## src/rtl/proc_mem_pkg.sv

```systemverilog
// -----------------------------------------------------------------------------
// proc_mem_pkg
// Shared definitions for the processor/memory arbiter.
//   src_t        : identifies the requester that issued a memory request
//   MEMREQ_READ  : memory request type for loads and instruction fetches
//   MEMREQ_WRITE : memory request type for stores
// -----------------------------------------------------------------------------
package proc_mem_pkg;

  typedef enum logic {
    SRC_IMEM = 1'b0,
    SRC_DMEM = 1'b1
  } src_t;

  localparam logic MEMREQ_READ  = 1'b0;
  localparam logic MEMREQ_WRITE = 1'b1;

endpackage

```

## src/rtl/src_tag_fifo.sv

```systemverilog
// -----------------------------------------------------------------------------
// src_tag_fifo
// Small circular FIFO of 1-bit source tags, one per in-flight memory request.
// Ports:
//   clk, rst     : clock, asynchronous active-high reset (FIFO becomes empty)
//   i_push       : write i_push_src at the tail this cycle (ignored when full)
//   i_push_src   : tag to store
//   i_pop        : drop the head entry this cycle (ignored when empty)
//   o_full       : DEPTH entries held
//   o_empty      : no entries held
//   o_head       : oldest tag (meaningful only when not empty)
// -----------------------------------------------------------------------------
module src_tag_fifo
  import proc_mem_pkg::*;
#(
  parameter int DEPTH = 2
) (
  input  logic clk,
  input  logic rst,
  input  logic i_push,
  input  src_t i_push_src,
  input  logic i_pop,
  output logic o_full,
  output logic o_empty,
  output src_t o_head
);

  localparam int PTR_W = (DEPTH > 1) ? $clog2(DEPTH) : 1;
  localparam int CNT_W = $clog2(DEPTH + 1);

  src_t             r_mem [DEPTH];
  logic [PTR_W-1:0] r_wr_ptr;
  logic [PTR_W-1:0] r_rd_ptr;
  logic [CNT_W-1:0] r_count;

  logic w_do_push;
  logic w_do_pop;

  // Pointers wrap modulo DEPTH, which need not be a power of two.
  function automatic logic [PTR_W-1:0] ptr_inc(input logic [PTR_W-1:0] p);
    return (p == PTR_W'(DEPTH - 1)) ? '0 : p + PTR_W'(1);
  endfunction

  assign o_full    = (r_count == CNT_W'(DEPTH));
  assign o_empty   = (r_count == '0);
  assign o_head    = r_mem[r_rd_ptr];
  assign w_do_push = i_push & ~o_full;
  assign w_do_pop  = i_pop & ~o_empty;

  // NOTE: sequential state uses non-blocking assignments so every register
  // samples pre-edge values regardless of statement order.
  always_ff @(posedge clk or posedge rst) begin
    if (rst) begin
      r_wr_ptr <= '0;
      r_rd_ptr <= '0;
      r_count  <= '0;
    end else begin
      if (w_do_push) r_wr_ptr <= ptr_inc(r_wr_ptr);
      if (w_do_pop)  r_rd_ptr <= ptr_inc(r_rd_ptr);
      // Simultaneous push and pop leaves the count unchanged.
      case ({w_do_push, w_do_pop})
        2'b10:   r_count <= r_count + CNT_W'(1);
        2'b01:   r_count <= r_count - CNT_W'(1);
        default: r_count <= r_count;
      endcase
    end
  end

  // NOTE: the tag storage is not reset; the pointers and count alone decide
  // which entries are valid, so stale contents are never observed.
  always_ff @(posedge clk) begin
    if (w_do_push) r_mem[r_wr_ptr] <= i_push_src;
  end

endmodule

```

## src/rtl/proc_mem_arbiter.sv

```systemverilog
// -----------------------------------------------------------------------------
// proc_mem_arbiter
// Shares one memory port between the instruction-fetch (F stage) and data
// (M stage) requesters. Requests are granted combinationally, a source tag is
// recorded per accepted request, and in-order memory responses are routed back
// to the requester that issued them.
//
// Configuration macro:
//   PROC_MEM_ARB_RR_EN : defined   -> round-robin between the two requesters
//                        undefined -> fixed priority, data over fetch
//
// Ports:
//   clk, rst                        : clock, asynchronous active-high reset
//   imemreq_val/rdy/addr            : fetch request handshake and address
//   imemresp_val/data               : fetch response
//   dmemreq_val/rdy/type/addr/wdata : data request (type 0=LW, 1=SW)
//   dmemresp_val/data               : data response
//   memreq_val/rdy/type/addr/wdata  : request to unified memory
//   memresp_val/data                : in-order memory response, no backpressure
//   resp_err                        : sticky flag, response with nothing in flight
// -----------------------------------------------------------------------------
module proc_mem_arbiter
  import proc_mem_pkg::*;
#(
  parameter int ADDR_W    = 32,
  parameter int DATA_W    = 32,
  parameter int MAX_OUTST = 2
) (
  input  logic              clk,
  input  logic              rst,
  input  logic              imemreq_val,
  output logic              imemreq_rdy,
  input  logic [ADDR_W-1:0] imemreq_addr,
  output logic              imemresp_val,
  output logic [DATA_W-1:0] imemresp_data,
  input  logic              dmemreq_val,
  output logic              dmemreq_rdy,
  input  logic              dmemreq_type,
  input  logic [ADDR_W-1:0] dmemreq_addr,
  input  logic [DATA_W-1:0] dmemreq_wdata,
  output logic              dmemresp_val,
  output logic [DATA_W-1:0] dmemresp_data,
  output logic              memreq_val,
  input  logic              memreq_rdy,
  output logic              memreq_type,
  output logic [ADDR_W-1:0] memreq_addr,
  output logic [DATA_W-1:0] memreq_wdata,
  input  logic              memresp_val,
  input  logic [DATA_W-1:0] memresp_data,
  output logic              resp_err
);

  logic w_full;
  logic w_empty;
  src_t w_head;
  logic w_can_issue;
  logic w_gnt_d;
  logic w_gnt_i;
  logic w_push;
  src_t w_push_src;
  logic w_pop;
  logic r_resp_err;

  // A full tag FIFO blocks grants even when a response frees a slot this
  // cycle; this keeps the grant path independent of memresp_val.
  assign w_can_issue = ~w_full;

`ifdef PROC_MEM_ARB_RR_EN
  src_t r_last_gnt;

  // NOTE: every signal driven in always_comb gets a default first so no
  // path leaves it unassigned and no latch is inferred.
  always_comb begin
    w_gnt_d = 1'b0;
    w_gnt_i = 1'b0;
    if (w_can_issue) begin
      if (dmemreq_val && imemreq_val) begin
        // Under contention, the source that did not win last time goes.
        w_gnt_d = (r_last_gnt == SRC_IMEM);
        w_gnt_i = (r_last_gnt == SRC_DMEM);
      end else begin
        w_gnt_d = dmemreq_val;
        w_gnt_i = imemreq_val;
      end
    end
  end

  always_ff @(posedge clk or posedge rst) begin
    if (rst) begin
      r_last_gnt <= SRC_DMEM;
    end else if (w_push) begin
      r_last_gnt <= w_push_src;
    end
  end
`else
  // The M-stage request is older than the fetch, so data wins.
  assign w_gnt_d = w_can_issue & dmemreq_val;
  assign w_gnt_i = w_can_issue & imemreq_val & ~dmemreq_val;
`endif

  // Request mux: fetches are always reads with zero write data.
  always_comb begin
    memreq_val   = w_gnt_d | w_gnt_i;
    memreq_type  = MEMREQ_READ;
    memreq_addr  = imemreq_addr;
    memreq_wdata = '0;
    if (w_gnt_d) begin
      memreq_type  = dmemreq_type;
      memreq_addr  = dmemreq_addr;
      memreq_wdata = dmemreq_wdata;
    end
  end

  assign dmemreq_rdy = w_gnt_d & memreq_rdy;
  assign imemreq_rdy = w_gnt_i & memreq_rdy;

  assign w_push     = memreq_val & memreq_rdy;
  assign w_push_src = w_gnt_d ? SRC_DMEM : SRC_IMEM;

  // Responses return in issue order, so the FIFO head names the owner.
  assign w_pop         = memresp_val & ~w_empty;
  assign imemresp_val  = w_pop & (w_head == SRC_IMEM);
  assign dmemresp_val  = w_pop & (w_head == SRC_DMEM);
  assign imemresp_data = memresp_data;
  assign dmemresp_data = memresp_data;

  src_tag_fifo #(
    .DEPTH(MAX_OUTST)
  ) u_tag_fifo (
    .clk       (clk),
    .rst       (rst),
    .i_push    (w_push),
    .i_push_src(w_push_src),
    .i_pop     (w_pop),
    .o_full    (w_full),
    .o_empty   (w_empty),
    .o_head    (w_head)
  );

  // A response with nothing in flight is dropped and flagged until reset.
  always_ff @(posedge clk or posedge rst) begin
    if (rst) begin
      r_resp_err <= 1'b0;
    end else if (memresp_val && w_empty) begin
      r_resp_err <= 1'b1;
    end
  end

  assign resp_err = r_resp_err;

endmodule

```

## config.mk

```make
export PLATFORM = sky130hd
export DESIGN_NAME = proc_mem_arbiter
export DESIGN_NICKNAME = d
export VERILOG_FILES = /design/src/rtl/proc_mem_pkg.sv /design/src/rtl/src_tag_fifo.sv /design/src/rtl/proc_mem_arbiter.sv
export SDC_FILE = /design/constraint.sdc
export NUM_CORES = 1
export LEC_CHECK = 0
export CAP_MARGIN = 5
export CELL_PAD_IN_SITES_DETAIL_PLACEMENT = 0
export CELL_PAD_IN_SITES_GLOBAL_PLACEMENT = 2
export CORE_MARGIN = 2
export CORE_UTILIZATION = 10
export CTS_CLUSTER_DIAMETER = 60
export CTS_CLUSTER_SIZE = 24
export DETAILED_ROUTE_END_ITERATION = 10
export PLACE_DENSITY = 0.95
export SYNTH_ARGS = -nofsm -noshare
export SYNTH_HDL_FRONTEND = slang
export SYNTH_SLANG_ARGS = --single-unit
```

## constraint.sdc

```tcl
create_clock -name clk -period 1.81 [get_ports clk]
set_input_delay 0.4525 -clock clk [delete_from_list [all_inputs] [get_ports clk]]
set_output_delay 0.4525 -clock clk [all_outputs]
set_load 0.01 [all_outputs]
```

==> results of run 1 <==
==> critical path, stage by stage (launching register included) <==
cell and delay (ns):
dfrtp_1 0.37, nand2b_4 0.14, and2_4 0.16, buf_12 0.14, buf_16 0.13, mux2_4 0.29, buf_6 0.12
==> placed cells by master (no fill, tap or decap), types with 2 or more instances in the layout <==
cell type        Yosys  routed
buf_2                1      14
edfxtp_1             2       2
clkdlybuf4s50_1      0      99
dlygate4sd2_1        0       2
clkdlybuf4s15_2      0      19
buf_6                4      36
clkbuf_2             0       7
buf_12               0       5
nor2_1               5       4
mux2_4              29      32
and3_1              34      34
buf_16               0       2
clkbuf_16            0       5
buf_4               64      10
inv_1                3       3
xnor2_1              4       3
dfrtp_1              5       5
==> synth_stat cells (all sizes together) <==
cell	count	share of area, %
a21o	1	0.47
ha	1	0.79
edfxtp	2	3.8
dfrtp	5	7.9
o211ai	1	0.47
nand2b	1	0.87
o21ai	1	0.32
nor2b	1	0.39
inv	3	0.71
xnor2	4	2.2
buf	69	33
and3	34	13
mux2i	1	0.63
xor2	1	0.55
and2	1	0.55
mux2	32	30
and4b	1	0.63
o21a	1	0.47
nor2	5	1.2
clkbuf	7	1.7
==> cell families (layout without fill, tap and decap cells) <==
logic type      Yosys count  count (layout)  synth area share [%]
buf+inv                  79             205                  35.8
simple gates             43              43                  17.0
mux                      33              33                  30.2
flops                     7               7                  11.7
xor+xnor                  5               5                  2.76
compound gates            4               4                  1.74
fa+ha+maj                 1               1                 0.789
==> path summary, 6_finish.rpt <==
path                                                    from                           endpoint  slack, ns  cells after the start
setup / recovery           u_tag_fifo.r_count[0]$_DFFE_PP0P_                     memreq_addr[3]      -0.24                      6
hold / removal                                           rst    u_tag_fifo.r_rd_ptr$_DFFE_PP0P_       0.43                      2
setup reg to reg           u_tag_fifo.r_count[1]$_DFFE_PP0P_  u_tag_fifo.r_count[1]$_DFFE_PP0P_       0.13                      8
hold reg to reg                         resp_err$_DFFE_PP0P_               resp_err$_DFFE_PP0P_       0.46                      1
max in group asynchronous                                rst  u_tag_fifo.r_count[0]$_DFFE_PP0P_       1.20                      2
min in group clk                        resp_err$_DFFE_PP0P_               resp_err$_DFFE_PP0P_       0.46                      1
==> area by class of cell <==
cell class	instances	area [sq um]	area share [%]
Clock buffer	4	78.8	2.28
Inverter	3	11.3	0.325
Multi-Input combinational cell	86	878	25.4
Sequential cell	7	185	5.34
Tap cell	216	270	7.80
Timing Repair Buffer	198	2040	58.9
==> stage by stage <==
step                      power, mW  setup WS (ns)  hold WS [ns]
after floorplan                1.38         0.0823         0.231
after global placement         2.19         -0.746         0.443
after global routing           3.33         -0.280         0.471
final                          3.12         -0.237         0.429
after detailed placement       2.22         -0.777         0.458
after CTS                      2.86         -0.301         0.439
==> where the power goes <==
| part | internal (mW) | switching [mW] |
|---|---|---|
| Clock | 0.293 | 0.0871 |
| Sequential | 0.229 | 0.0410 |
| Combinational | 1.52 | 0.945 |
| Total | 2.04 | 1.07 |
==> timing repair <==
item | 4_1_cts | 5_1_grt
cloned | 2 | 3
setup buffers | 7 | 3
pin swaps | 1 | 1
endpoints found under the setup margin | 74 | 59
endpoints found under the hold margin | 0 | 0
gates resized for setup | 299 | 16
==> flip-flops by register name, summed over array words and instances, names as in the netlist <==
signal               count
u_tag_fifo.r_mem         2
u_tag_fifo.r_wr_ptr      1
resp_err                 1
u_tag_fifo.r_rd_ptr      1
u_tag_fifo.r_count       2
==> layer usage <==
metal | share of wire (%) | vias to the layer above | GRT usage (%)
met5 | 0 | - | 0
met4 | 2.4 | 0 | 3.61
met3 | 12 | 27 | 1.97
met2 | 56 | 111 | 13.1
met1 | 30 | 735 | 5.04
li1 | - | 768 | -
==> metrics.md, run 1 <==
| Metric | Value |
|---|---|
| Final setup viols | 67 |
| Worst slew pin tran | 0.382 ns |
| Placed insts | ~500 |
| Syn Inst Count | 172 |
| Synth-to-Final Area Change | 118% |
| Final Wtd Congestion | 0.690 |
| Finished Layout Cells | 514 |
| Final critical-path share of the clock period | 113% |
| Die W | around 130 um |
| Status | complete, but fails checks |
| Final hold viol count | 0 |
| Worst path required time | 1.36 ns |
| DRC | 0 |
| Max-cap viol count | 0 |
| Worst IR Drop VDD | ~0.00035 V |
| Reg clk slew, reported paths | roughly 0.040 ns |
| Placed Area | between 3000 and 4000 sq um |
| Max-slew violations | 0 |
| Tmin final | approximately 2 ns |
| Final antenna-violating net count | 0 |
| Grt ovf | 0 |
| Seq/Total Area, Yosys | a little under an eighth |
| Global-route wire length before repair | just over 8 mm |
| Vias in the first global route | around 1700 |
| Syn Nets | approximately 310 |
| Setup Skew | 0.000109 ns |
| Syn. warnings | 0 |
| Avg WL per Cell | roughly 13 um |
| Vias per inst | around 3.2 |
| 1st-iter DRT viols | between 50 and 60 |
| FILL cells | approximately 1700 |
| Avg Cell Area, Syn | 9.22 sq um |
| Final wirelength | 6.93 mm |
| RSZ-0062 raised after global routing | true |
| Worst-case clock buffer depth | 2 |
| Slew margin rel. | roughly 74% |
| GR Util All Layers | between 6 and 7% |
| Syn Std Cell Area | 1590 sq um |
| Initial antenna violation count | 0 |
| CP startpoint kind | flop |
| Worst Hold Class | in2async |
| Failing checks | setup timing |
| Clock insertion delay at the later pin of the skew report | around 0.23 ns |
| Max Clk Rate | 489 MHz |
| CP max FO | 5 |
| Crit end category | output port |
| TritonCTS clock tree | yes |
| Largest net degree at the start of global routing | 38 |
| Seq cells post-synth | 7 |
| CP Data Arrival Time | about 1.6 ns |
| Fraction of layout cells with a size suffix above 1 | a little under half |
| TritonCTS Buffers | 3 |
| Pwr per Cell Area | 899 nW/um^2 |
| Clock H-tree levels | 1 |
| Setup ws final | -0.237 ns |
| CTS Sinks | 7 |
| Vias | around 1600 |
| Final setup TNS | -8.91 ns |
| Post-DP HPWL | 4.83 mm |
| Leakage | around 1.6 nW |
| Die Y | 130 um |
| Row cnt | between 40 and 50 |
| Diode count | 0 |
| Core area | between 15000 and 20000 sq um |
| Final #Nets | between 400 and 500 |
| Port bufs | 173 |
| Post-layout util | 22.0% |
| Root Driver | clkbuf_16 |
| Starting Density | about a tenth |
| Post-route cell area | between 3000 and 4000 sq um |
| Netlist cell types | 23 |
| Die area | between 15000 and 20000 sq um |
| Worst Setup Path Type | reg2out |
| Post-CTS Hold Fix Bufs | 0 |
| Drt first pass iters | 3 |
| Top Ports | 270 |
No activity file was read; power rests on OpenSTA's default activity.
==> inputs of run 2 (changes only) <==
--- a/config.mk
+++ b/config.mk
@@ -5,6 +5,7 @@
 export SDC_FILE = /design/constraint.sdc
 export NUM_CORES = 1
 export LEC_CHECK = 0
+export ABC_CLOCK_PERIOD_IN_PS = 1810
 export CAP_MARGIN = 5
 export CELL_PAD_IN_SITES_DETAIL_PLACEMENT = 0
 export CELL_PAD_IN_SITES_GLOBAL_PLACEMENT = 2
==> results of run 2 <==
No change in the layout: final DEF, timing and power equal those of run 1.
==> inputs of run 3 (changes only) <==
--- a/config.mk
+++ b/config.mk
@@ -15,6 +15,7 @@
 export CTS_CLUSTER_SIZE = 24
 export DETAILED_ROUTE_END_ITERATION = 10
 export PLACE_DENSITY = 0.95
+export SETUP_SLACK_MARGIN = 0.15
 export SYNTH_ARGS = -nofsm -noshare
 export SYNTH_HDL_FRONTEND = slang
 export SYNTH_SLANG_ARGS = --single-unit
==> metrics.md, run 3 (synthesized netlist as in run 1, its figures left out) <==
| Metric | Value |
|---|---|
| Final critical-path share of the clock period | 120% (was 113%) |
| Worst Setup Path Type | reg2out (unchanged) |
| Setup Skew | 0.000287 ns (was 0.000109 ns) |
| Tmin final | 2.17 ns (was 2.05 ns) |
| R2R depth | 10 (was 8) |
| DRC | 0 (unchanged) |
| Max Clk Rate | 460 MHz (was 489 MHz) |
| Pwr per Cell Area | 930 nW/um^2 (was 899 nW/um^2) |
| Final Wtd Congestion | 0.697 (was 0.690) |
| Vias in the first global route | 1853 (was 1686) |
| CP max FO | 8 (was 5) |
| Slew margin rel. | 79.4% (was 74.4%) |
| Root Driver | clkbuf_16 (unchanged) |
| Vias | 1775 (was 1641) |
| Commonest non-fill, non-tap cell in the layout | clkdlybuf4s50_1 (unchanged) |
| Crit end category | output port (unchanged) |
| Worst IR Drop VDD | 0.000389 V (was 0.000353 V) |
| CP startpoint kind | flop (unchanged) |
| TritonCTS clock tree | yes (unchanged) |
| Port bufs | 173 (unchanged) |
| Max-cap viol count | 0 (unchanged) |
| Core area | 15700 sq um (unchanged) |
| Worst slew pin tran | 0.307 ns (was 0.382 ns) |
| Global-route wire length before repair | 8.80 mm (was 8.27 mm) |
| Worst reg2reg setup slack | -0.02 ns (was 0.13 ns) |
| Vias per inst | 3.34 (was 3.19) |
| Reg clk slew, reported paths | 0.03 ns (was 0.04 ns) |
| CP Data Arrival Time | 1.72 ns (was 1.59 ns) |
| End of the worst register-to-register path | u_tag_fifo.r_count[1]$_DFFE_PP0P_ (unchanged) |
| Clock H-tree levels | 1 (unchanged) |
| Multi-input logic area | 1040 sq um (was 878 sq um) |
| Die Y | 130 um (unchanged) |
| Max-slew violations | 0 (unchanged) |
| Final wirelength | 7.10 mm (was 6.93 mm) |
| Largest net degree at the start of global routing | 16 (was 38) |
| Leakage | 1.72 nW (was 1.60 nW) |
| Final hold viol count | 0 (unchanged) |
| Avg WL per Cell | 13.3 um (was 13.5 um) |
| Final setup viols | 69 (was 67) |
| Worst-case clock buffer depth | 2 (unchanged) |
| Post-CTS Hold Fix Bufs | 0 (unchanged) |
| Worst path required time | 1.36 ns (about the same) |
| Final #Nets | 453 (was 435) |
| Final hold slack | 0.431 ns (was 0.429 ns) |
| Top Ports | 270 (unchanged) |
| Register area | 185 sq um (unchanged) |
| Die area | 16900 sq um (unchanged) |
| Post-layout util | 25.3% (was 22.0%) |
| Grt ovf | 0 (unchanged) |
| Initial antenna violation count | 0 (unchanged) |
| Final antenna-violating net count | 0 (unchanged) |
| Worst Hold Class | in2async (unchanged) |
| Starting Density | 10.1% (unchanged) |
| Row cnt | 46 (unchanged) |
| Die W | 130 um (unchanged) |
| Setup ws final | -0.362 ns (was -0.237 ns) |
| FF-to-FF Start | u_tag_fifo.r_count[0]$_DFFE_PP0P_ (was u_tag_fifo.r_count[1]$_DFFE_PP0P_) |
| RSZ-0062 raised after global routing | true (unchanged) |
| Most frequent cells in the layout | clkdlybuf4s50_1, buf_6, and3_4, mux2_4, buf_4 (was clkdlybuf4s50_1, buf_6, and3_1, mux2_4, clkdlybuf4s15_2) |
| Fraction of layout cells with a size suffix above 1 | 60.1% (was 46.0%) |
| Failing checks | setup timing (unchanged) |
| GR Util All Layers | 6.82% (was 6.30%) |
| FILL cells | 1642 (was 1690) |
| Synth-to-Final Area Change | 151% (was 118%) |
| CTS Sinks | 7 (unchanged) |
| 1st-iter DRT viols | 16 (was 53) |
| Clock insertion delay at the later pin of the skew report | 0.23 ns (about the same) |
| Drt first pass iters | 2 (was 3) |
| Post-DP HPWL | 5.34 mm (was 4.83 mm) |
| Diode count | 0 (unchanged) |
| Top flop regs | u_tag_fifo.r_count: 2 flops, u_tag_fifo.r_mem: 2 flops (unchanged) |
| TritonCTS Buffers | 3 (unchanged) |
| Status | complete, but fails checks (unchanged) |
## run 3: routing by layer
| metal | up-vias | global-route usage, % | wire, um |
|---|---|---|---|
| li1 | 808 | - | - |
| met5 | - | 0 | 0 |
| met1 | 790 | 5.02 | 2010 |
| met2 | 140 | 15.2 | 4000 |
| met4 | 0 | 3.61 | 236 |
| met3 | 37 | 1.68 | 841 |
## run 3: per-stage QoR
step	TNS, ns	std cells	instance area [sq um]	worst slack, ns	total power, mW
finish	-15.19	532	3980	-0.362	3.70
global route	-17.54	532	3980	-0.384	3.90
CTS	-12.14	524	3500	-0.432	3.12
detailed placement	-48.28	501	3190	-0.763	2.29
global placement	-47.90	501	3190	-0.750	2.25
floorplan	0	172	1600	0.0992	1.40
## run 3: report_power, final
group / internal [mW] / switching (mW) / total, mW
combinational: 1.98 / 1.07 / 3.05
clock: 0.292 / 0.0787 / 0.371
sequential: 0.229 / 0.0498 / 0.279
## run 3: worst max path at each step
| stage | start | end | slack (ns) |
|---|---|---|---|
| after floorplan | u_tag_fifo.r_count[0]$_DFFE_PP0P_ | memreq_addr[10] | 0.1 |
| after global placement | dmemreq_val | memreq_addr[28] | -0.75 |
| after detailed placement | dmemreq_val | memreq_addr[0] | -0.76 |
| after CTS | u_tag_fifo.r_count[0]$_DFFE_PP0P_ | memreq_addr[11] | -0.43 |
| after global routing | u_tag_fifo.r_count[0]$_DFFE_PP0P_ | memreq_addr[29] | -0.38 |
| final | u_tag_fifo.r_count[0]$_DFFE_PP0P_ | memreq_addr[29] | -0.36 |
## run 3: cell type report
class,count,area share [%]
Timing Repair Buffer,216,60.1
Clock buffer,4,1.98
Multi-Input combinational cell,86,26.1
Tap cell,216,6.79
Sequential cell,7,4.66
Inverter,3,0.283
## run 3: timing repair
item / in CTS / in global routing
setup buffers: 16 / 6
pin swaps: 6 / 36
gates resized for setup: 342 / 77
gates cloned: 3 / 2
endpoints found under the setup margin: 75 / 73
## run 3: critical path, cell delays in order (launching register included)
cell      delay, ns
dfrtp_1        0.38
nand2b_4       0.15
and2_4         0.16
buf_6          0.12
buf_12         0.11
buf_12         0.13
mux2_4         0.30
buf_6          0.12
